## src/rtl/flow_rate_limiter_pkg.sv

```systemverilog
// flow_rate_limiter_pkg: shared gate states, stats width
// and the saturating token-update helper.
package flow_rate_limiter_pkg;

   typedef enum logic [1:0] {
      FULL     = 2'd0,
      LIMITING = 2'd1,
      STARVED  = 2'd2
   } gate_state_t;

   localparam int STATS_WIDTH = 32;
   localparam int TOK_CALC_W  = 34;

   // Wide enough that refill-then-consume can neither wrap nor underflow.
   function automatic logic [31:0] tok_update(
      input logic [31:0] tokens,
      input logic        refill,
      input logic        consume,
      input logic [31:0] amount,
      input logic [31:0] ceiling
   );
      logic [TOK_CALC_W-1:0] sum;
      sum = {2'b00, tokens};
      if (refill)
         sum = sum + {2'b00, amount};
      if (consume)
         sum = sum - TOK_CALC_W'(1);
      if (sum > {2'b00, ceiling})
         sum = {2'b00, ceiling};
      return sum[31:0];
   endfunction

endpackage

```

## src/rtl/rl_skid_buf.sv

```systemverilog
// rl_skid_buf: 2-entry in-order valid/ready skid buffer;
// not_full comes from registers only.
module rl_skid_buf #(
   parameter int DATA_WIDTH = 512
) (
   input  logic                  Clk,
   input  logic                  Rst_n,
   input  logic [DATA_WIDTH-1:0] in_data,
   input  logic                  push,
   output logic [DATA_WIDTH-1:0] out_data,
   output logic                  out_valid,
   input  logic                  out_ready,
   output logic                  not_full
);

   logic [1:0]            cnt_q;
   logic [DATA_WIDTH-1:0] d0_q;
   logic [DATA_WIDTH-1:0] d1_q;
   logic                  pop;

   assign out_valid = (cnt_q != 2'd0);
   assign not_full  = (cnt_q != 2'd2);
   assign out_data  = d0_q;
   assign pop       = out_valid & out_ready;

   // d0_q is always the head; push is never seen while full.
   always_ff @(posedge Clk or negedge Rst_n) begin
      if (!Rst_n) begin
         cnt_q <= 2'd0;
         d0_q  <= '0;
         d1_q  <= '0;
      end else begin
         if (pop) begin
            if (cnt_q == 2'd2)
               d0_q <= d1_q;
            else if (push)
               d0_q <= in_data;
         end else if (push) begin
            if (cnt_q == 2'd0)
               d0_q <= in_data;
            else
               d1_q <= in_data;
         end
         cnt_q <= cnt_q + {1'b0, push} - {1'b0, pop};
      end
   end

endmodule

```

## src/rtl/flow_rate_limiter.sv

```systemverilog
// flow_rate_limiter: token-bucket admission ahead of a skid buffer.
// Define FLOW_RATE_LIMITER_STATS_EN to build the pass/throttle counters.
module flow_rate_limiter
   import flow_rate_limiter_pkg::*;
#(
   parameter int DATA_WIDTH    = 512,
   parameter int TOKEN_WIDTH   = 16,
   parameter int BUCKET_MAX    = 64,
   parameter int REFILL_PERIOD = 4,
   parameter int REFILL_AMOUNT = 1
) (
   input  logic                   Clk,
   input  logic                   Rst_n,
   input  logic                   cfg_enable,
   input  logic [DATA_WIDTH-1:0]  in_data,
   input  logic                   in_valid,
   output logic                   in_ready,
   output logic [DATA_WIDTH-1:0]  out_data,
   output logic                   out_valid,
   input  logic                   out_ready,
   output logic [1:0]             gate_state,
   output logic [STATS_WIDTH-1:0] stats_pass,
   output logic [STATS_WIDTH-1:0] stats_throttle
);

   localparam int RC_W =
      (REFILL_PERIOD > 1) ? $clog2(REFILL_PERIOD) : 1;
   localparam logic [TOKEN_WIDTH-1:0] TOK_MAX =
      TOKEN_WIDTH'(BUCKET_MAX);
   localparam logic [RC_W-1:0] RC_LAST =
      RC_W'(REFILL_PERIOD - 1);

   logic [TOKEN_WIDTH-1:0] tokens_q;
   logic [TOKEN_WIDTH-1:0] tokens_d;
   logic [RC_W-1:0]        rc_q;
   gate_state_t            gate_q;
   gate_state_t            gate_d;
   logic                   skid_not_full;
   logic                   has_tokens;
   logic                   accept;
   logic                   consume;
   logic                   refill;

   assign has_tokens = (tokens_q != '0);
   assign in_ready   = skid_not_full & (~cfg_enable | has_tokens);
   assign accept     = in_valid & in_ready;
   assign consume    = accept & cfg_enable;
   assign refill     = (rc_q == RC_LAST);
   assign tokens_d   = TOKEN_WIDTH'(tok_update(
      32'(tokens_q), refill, consume,
      32'(REFILL_AMOUNT), 32'(BUCKET_MAX)));

   always_ff @(posedge Clk or negedge Rst_n) begin
      if (!Rst_n) begin
         tokens_q <= TOK_MAX;
         rc_q     <= '0;
      end else begin
         tokens_q <= tokens_d;
         rc_q     <= refill ? '0 : rc_q + RC_W'(1);
      end
   end

   always_comb begin
      gate_d = LIMITING;
      unique case (1'b1)
         (tokens_d == TOK_MAX): gate_d = FULL;
         (tokens_d == '0):      gate_d = STARVED;
         default:               gate_d = LIMITING;
      endcase
   end

   always_ff @(posedge Clk or negedge Rst_n) begin
      if (!Rst_n)
         gate_q <= FULL;
      else
         gate_q <= gate_d;
   end

   assign gate_state = gate_q;

   rl_skid_buf #(
      .DATA_WIDTH (DATA_WIDTH)
   ) u_skid (
      .Clk       (Clk),
      .Rst_n     (Rst_n),
      .in_data   (in_data),
      .push      (accept),
      .out_data  (out_data),
      .out_valid (out_valid),
      .out_ready (out_ready),
      .not_full  (skid_not_full)
   );

`ifdef FLOW_RATE_LIMITER_STATS_EN
   logic [STATS_WIDTH-1:0] pass_q;
   logic [STATS_WIDTH-1:0] thr_q;

   always_ff @(posedge Clk or negedge Rst_n) begin
      if (!Rst_n) begin
         pass_q <= '0;
         thr_q  <= '0;
      end else begin
         if (out_valid & out_ready)
            pass_q <= pass_q + STATS_WIDTH'(1);
         if (in_valid & cfg_enable & skid_not_full & ~has_tokens)
            thr_q <= thr_q + STATS_WIDTH'(1);
      end
   end

   assign stats_pass     = pass_q;
   assign stats_throttle = thr_q;
`else
   assign stats_pass     = '0;
   assign stats_throttle = '0;
`endif

endmodule
```

## config.mk

```make
export PLATFORM = sky130hd
export DESIGN_NAME = flow_rate_limiter
export DESIGN_NICKNAME = d
export VERILOG_FILES = /design/src/rtl/flow_rate_limiter_pkg.sv /design/src/rtl/rl_skid_buf.sv /design/src/rtl/flow_rate_limiter.sv
export SDC_FILE = /design/constraint.sdc
export NUM_CORES = 2
export LEC_CHECK = 0
export ABC_AREA = 1
export ABC_CLOCK_PERIOD_IN_PS = 3920
export CORE_AREA = 2 2 431 433
export CTS_BUF_LIST = sky130_fd_sc_hd__clkbuf_16
export CTS_CLUSTER_SIZE = 16
export DETAILED_ROUTE_END_ITERATION = 16
export DIE_AREA = 0 0 433 435
export PLACE_DENSITY = 0.45
export SLEW_MARGIN = 20
export SYNTH_ARGS = -nofsm -noshare
export SYNTH_HDL_FRONTEND = slang
export SYNTH_SLANG_ARGS = --single-unit
```

## constraint.sdc

```tcl
create_clock -name Clk -period 3.92 [get_ports Clk]
set_input_delay 0.392 -clock Clk [delete_from_list [all_inputs] [get_ports Clk]]
set_output_delay 0.392 -clock Clk [all_outputs]
set_load 0.01 [all_outputs]
```

== Word level (Yosys, flattened, before mapping) ==
Cells that the tools add are included.
Operators by class
  equal/unequal tests: 4
  reductions and logical operators: 9
  add/sub/neg operators: 5
  order comparisons: 1
  bitwise logic cells: 8
  mux-type cells: 10
Operator list (count)
  $mux 512: 5
  $gt 34x7->1 const B: 1
  $mux 34: 1
  $sub 34x1->34 const B: 1
  $add 16x1->17 const B: 1
  $mux 17: 1
  $eq 16x7->1 const B: 1
  $logic_not 16->1: 1
  $mux 16: 1
  $reduce_bool 16->1: 1
  $reduce_bool 2->1: 4
  $reduce_and 3->1: 2
  $and 1x1->1: 4
  $eq 2x2->1 const B: 2
  $pmux 2 s2: 1
  $not 1->1: 3
  $add 2x1->2: 1
  $add 2x1->2 const B: 1
  $logic_not 2->1: 1
  $mux 2: 1
  $ne 2x2->1 const B: 1
  $sub 2x1->2: 1
  $or 1x1->1: 1
Storage, ports and cells
  input port bits: 517
  output and inout bits: 580
  register bits after elaboration: 1046

== Depth between registers and ports, before layout ==
  depth in word-level cells: 10
  mapped depth: 25
  depth with buffers taken out: 25

== Modules after synthesis ==
From an unflattened synthesis, not the netlist that was laid out.
Second synthesis, totals
  cell total of the unflattened synthesis: 6379
  area, all modules: 48475.2 um^2
Modules (own cells, without submodules)
  rl_skid_buf: cells an instance 5990, area an instance 45950.3 um^2, instances 1, seq. area each 25674.6 um^2
  flow_rate_limiter: cells an instance 389, area an instance 2524.9 um^2, instances 1, seq. area each 501.7 um^2

== Worst setup path before layout ==
No wires, ideal clock.
  path kind: reg-to-reg
  from: register tokens_q[0]
  to: register gate_q[1], in the netlist gate_state[1]
  cell stages (with the launch flop): 25
  setup time: 0.115 ns
  slack: 1.078 ns
  arrival time: 2.727 ns
  buffers on the path: 0
  cells stage by stage: dfrtp_1 inv_1 ha_1 inv_1 nand2_1 nand2_1 ha_1 nand3_1 inv_1 nand2_1 inv_1 nand3_1 nor2_2 nand3_1 nor3_1 ha_1 nand2_1 o21ai_0 nand2_1 nor2_1 nand3_1 nor2_2 o2111ai_1 nand2_1 nor2_1
Between the ends
  cells in the longest elaborated chain, start to end: 10
  elaborated cells on any way between the ends: 14
Ends and longest elaborated chain
  start, declared: RTL line flow_rate_limiter.sv:33  | logic [TOKEN_WIDTH-1:0] tokens_q;
  start signal, assigned: RTL line flow_rate_limiter.sv:58  | tokens_q <= tokens_d;
  parallel branches: the longest is 5 deep, another holds $sub 34x1->34
  $mux 34 *: RTL line flow_rate_limiter_pkg.sv:26  | if (consume)
  $gt 34x7->1: RTL line flow_rate_limiter_pkg.sv:28  | if (sum > {2'b00, ceiling})
  $mux 16 *: RTL line flow_rate_limiter_pkg.sv:28
  $eq 16x7->1 or $logic_not 16->1 (tied branches): RTL line flow_rate_limiter.sv:66, flow_rate_limiter.sv:67
  $pmux 2 s2 *: RTL line flow_rate_limiter.sv:65  | unique case (1'b1)
  via gate_d[1]: RTL line flow_rate_limiter.sv:37  | gate_state_t gate_d;
  end signal, assigned: RTL line flow_rate_limiter.sv:76  | gate_q <= gate_d;
  end, declared: RTL line flow_rate_limiter.sv:36  | gate_state_t gate_q;
Mark *: on every way through the listed nets, which the timed path passes.
A chain may end at the register's enable or synchronous reset.

== Final worst setup path ==
  from: register tokens_q[0]
  to: register tokens_q[1]
Between the ends
  cells in the longest elaborated chain, start to end: 8
  elaborated cells on any way between the ends: 11
Ends and longest elaborated chain
  parallel branches: the longest is 5 deep, another holds $sub 34x1->34
  $mux 34 *: RTL line flow_rate_limiter_pkg.sv:26
  $gt 34x7->1: RTL line flow_rate_limiter_pkg.sv:28
  $mux 16 *: RTL line flow_rate_limiter_pkg.sv:28
  via tokens_d[1]: RTL line flow_rate_limiter.sv:34  | logic [TOKEN_WIDTH-1:0] tokens_d;
Marked as above.

==> results.py <==
metrics = {
    "min_path": {
        "min_path_cells": 3,
        "hp-start": "in_data[334]",
        "hp-class": "primary input to flop",
    },
    "worst_setup_path": {
        "cp.arrival_ns": 3.87,
        "path_max_fanout": 6,
        "end_kind": "flop",
        "r2r.worst_path.cells": 23,
        "cp_data_required_time_ns": 4.59,
        "start_kind": "flop",
        "crit_start": "tokens_q[0]",
        "r2r_start": "tokens_q[0]",
        "path_class": "flop to flop",
    },
    "layout": {
        "area.sequential_sq_um": 26200,
        "area_growth_pct": 38.1,
        "final_area_sq_um": 62100,
        "fin_util_pct": 33.8,
        "fillers": 18700,
        "layout.nets": 5798,
        "drive_above_1_share_pct": 15.2,
        "multi_input_area_sq_um": 17000,
    },
    "route": {
        "viasPerCell": 4.59,
        "vias": 36100,
        "dr.pass1.iters": 7,
        "drc_errors": 0,
        "drt-wirelength-per-cell_um": 21.9,
        "initialDrtViolationCount": 2268,
        "wl_um": 172000,
        "antenna_left": 0,
    },
    "floorplanning": {
        "die_h_um": 435,
        "dieArea_sq_um": 188000,
        "ios": 1097,
        "die_w_um": 433,
        "start_util_pct": 24.5,
        "core_sq_um": 184000,
        "num_rows": 158,
    },
    "synth": {
        "yosysWarningCount": 0,
        "seq_area_frac_synth_pct": 58.2,
        "synth.top_cell.area_share_pct": 58.1,
        "synth_area_leaders": "dfrtp_1 58%, mux2_2 13%, a31oi_1 7.1%",
        "syn-instance-count": 4336,
        "yosys.cell_types.count": 35,
        "synth-seq-cells": 1046,
        "yosysTopAreaCell": "dfrtp_1",
        "syn-cell-area_sq_um": 45000,
        "avgSynthCellArea_sq_um": 10.4,
    },
    "place": {
        "preCtsSetupSlack_ns": 0.693,
        "port-buffer-count": 1032,
        "dp_hpwl_um": 119000,
        "gp_congestion": 0.874,
        "post_dp_cell_area_sq_um": 58100,
    },
    "clock_tree": {
        "clock_path_buffers": 3,
        "cts_tree": "done",
        "postCtsSetupBuffers": 0,
        "clk_pin_slew_ns": 0.06,
        "tritoncts_num_sinks": 1046,
        "cts-htree-levels": 4,
        "cts_buffers": 131,
        "cts_root_buf": "clkbuf_16",
        "cts_resized": 0,
        "clkLatencyLatePin_ns": 0.77,
    },
    "status": {
        "status": "complete, no violations",
    },
    "timing": {
        "worst_slew_pin_slew_ns": 1.24,
        "drv_slew": 0,
        "slew_headroom_pct": 17.0,
        "finalWorstSetupSlack_ns": 0.717,
        "skew_ns": 0.0308,
        "layout_min_cycle_time_ns": 3.20,
        "rsz0062_at_grt": "no",
        "fin_tns_setup_ns": 0,
        "fin_crit_sh_pct": 81.7,
        "clock.fmax_mhz": 312,
        "hold_violations": 0,
        "setup_viol": 0,
    },
    "global_routing": {
        "track_usage_pct": 17.8,
        "antenna_found_initial": 35,
        "grt_overflow_total": 0,
        "grt_max_degree": 180,
        "grt_pass1_vias": 35300,
        "grt_pass1_wl_um": 253000,
    },
    "power_and_ir_drop": {
        "power.total_uw": 51900,
        "ir_drop_v": 0.000647,
        "power_density_nw_per_um2": 836,
        "leakage_uw": 0.0257,
    },
    "run": {
        "drv_cap": 0,
    },
}
==> routing by layer <==
layer  global-route usage, %  up-vias  wire (um)
met4                    5.91       20       5050
met5                       0        -        134
met3                    4.85      240      10800
met1                    22.1    18100      71400
met2                    29.8      905      84500
li1                        -    16800          -
==> final cells by class <==
type	count	area share, %
Sequential cell	1046	42.1
Multi-Input combinational cell	2892	27.4
Timing Repair Buffer	1138	18.6
Clock buffer	131	5.28
Tap cell	2480	4.99
Clock inverter	100	1.14
Inverter	65	0.393
Antenna cell	17	0.0685
==> flip-flops by register name, indices dropped and copies added (netlist names) <==
register,cells
u_skid.d1_q,512
gate_state,2
u_skid.out_data,512
tokens_q,16
rc_q,2
u_skid.cnt_q,2
==> critical path, cell delays in order (launching register included) <==
cell and delay (ns):
dfrtp_1 0.40, inv_1 0.07, ha_1 0.28, inv_1 0.05
nand2_1 0.04, nand2_1 0.11, ha_1 0.20, nand3_1 0.09
inv_1 0.09, nand2_1 0.07, inv_1 0.06, nand3_1 0.11
nor2_2 0.18, nand3_1 0.09, nor3_1 0.15, ha_1 0.17
nand2_1 0.05, o21ai_0 0.15, nand2_1 0.07, nor2_1 0.10
nand3_1 0.09, nor2_2 0.20, nand3_2 0.19, nor2_1 0.14
==> Yosys cell counts, drive strengths merged <==
master	instances
nor4	1
xor2	6
dfrtp	1045
inv	63
conb	1
nand3	549
buf	180
o21a	1
nand2	621
nand4	14
o211ai	1
nor3b	1
clkinv	2
a21boi	1
a31oi	512
dfstp	1
mux2	512
o21ai	7
o21bai	1
xnor2	1
o2111ai	3
ha	7
clkbuf	225
nor3	7
nor2	573
a21oi	1
==> cells by family after synthesis <==
family,share of synthesized area [%]
AND/OR/NAND/NOR,16.6
flip-flops,58.2
AO/OA/AOI/OAI,7.33
multiplexers,12.8
buffers and inverters,4.73
adder cells (fa/ha/maj),0.195
XOR/XNOR,0.136
other,0.00833
==> final timing paths <==
kind	to	slack [ns]
worst max-delay path	tokens_q[1]	0.72
worst min-delay path	u_skid.out_data[334]	0.22
worst max register to register	tokens_q[1]	0.72
worst min register to register	rc_q[0]	0.42
max in group asynchronous	u_skid.d1_q[27]	2.39
min in group asynchronous	u_skid.d1_q[308]	0.30
==> per-stage QoR <==
step,hold WS [ns],cells
floorplan,0.0964,4408
global placement,0.412,7619
detailed placement,0.417,7619
CTS,0.129,7852
global route,0.174,7868
finish,0.216,7869
==> power by group <==
group / total (uW) / internal, uW / switching [uW]
registers: 19600 / 16300 / 3280
clock network: 11400 / 6440 / 4980
logic: 21000 / 10200 / 10800
==> cells in the final DEF, fill, tap and decap left out, types with 2 or more instances in the layout <==
cell | synthesis | final
buf_8 | 0 | 2
o21ai_0 | 3 | 3
o2111ai_1 | 3 | 3
nor3_1 | 7 | 7
clkbuf_16 | 0 | 131
xor2_1 | 6 | 6
conb_1 | 1 | 73
nand3_1 | 544 | 544
inv_6 | 0 | 4
clkinv_1 | 2 | 34
buf_4 | 64 | 69
nand2_1 | 616 | 615
o21ai_1 | 4 | 4
clkinv_8 | 0 | 7
nor2_4 | 8 | 10
clkdlybuf4s50_1 | 0 | 1030
diode_2 | 0 | 17
inv_16 | 0 | 3
nand4_1 | 14 | 14
dfrtp_1 | 1045 | 1045
bufinv_16 | 0 | 5
inv_2 | 3 | 3
clkinv_2 | 0 | 13
nor2_2 | 7 | 6
mux2_2 | 512 | 512
buf_12 | 0 | 35
nor2_1 | 558 | 557
inv_1 | 60 | 94
ha_1 | 7 | 7
nand2_2 | 5 | 5
a31oi_1 | 512 | 512
dlygate4sd3_1 | 0 | 2
nand3_2 | 4 | 4
==> repair_timing <==
| action | CTS | global route |
|---|---|---|
| hold endpoints to repair | 48 | 0 |
| hold buffers | 2 | 0 |
| setup endpoints to repair | 0 | 0 |
Note: power is estimated with default switching activity, not from simulation.
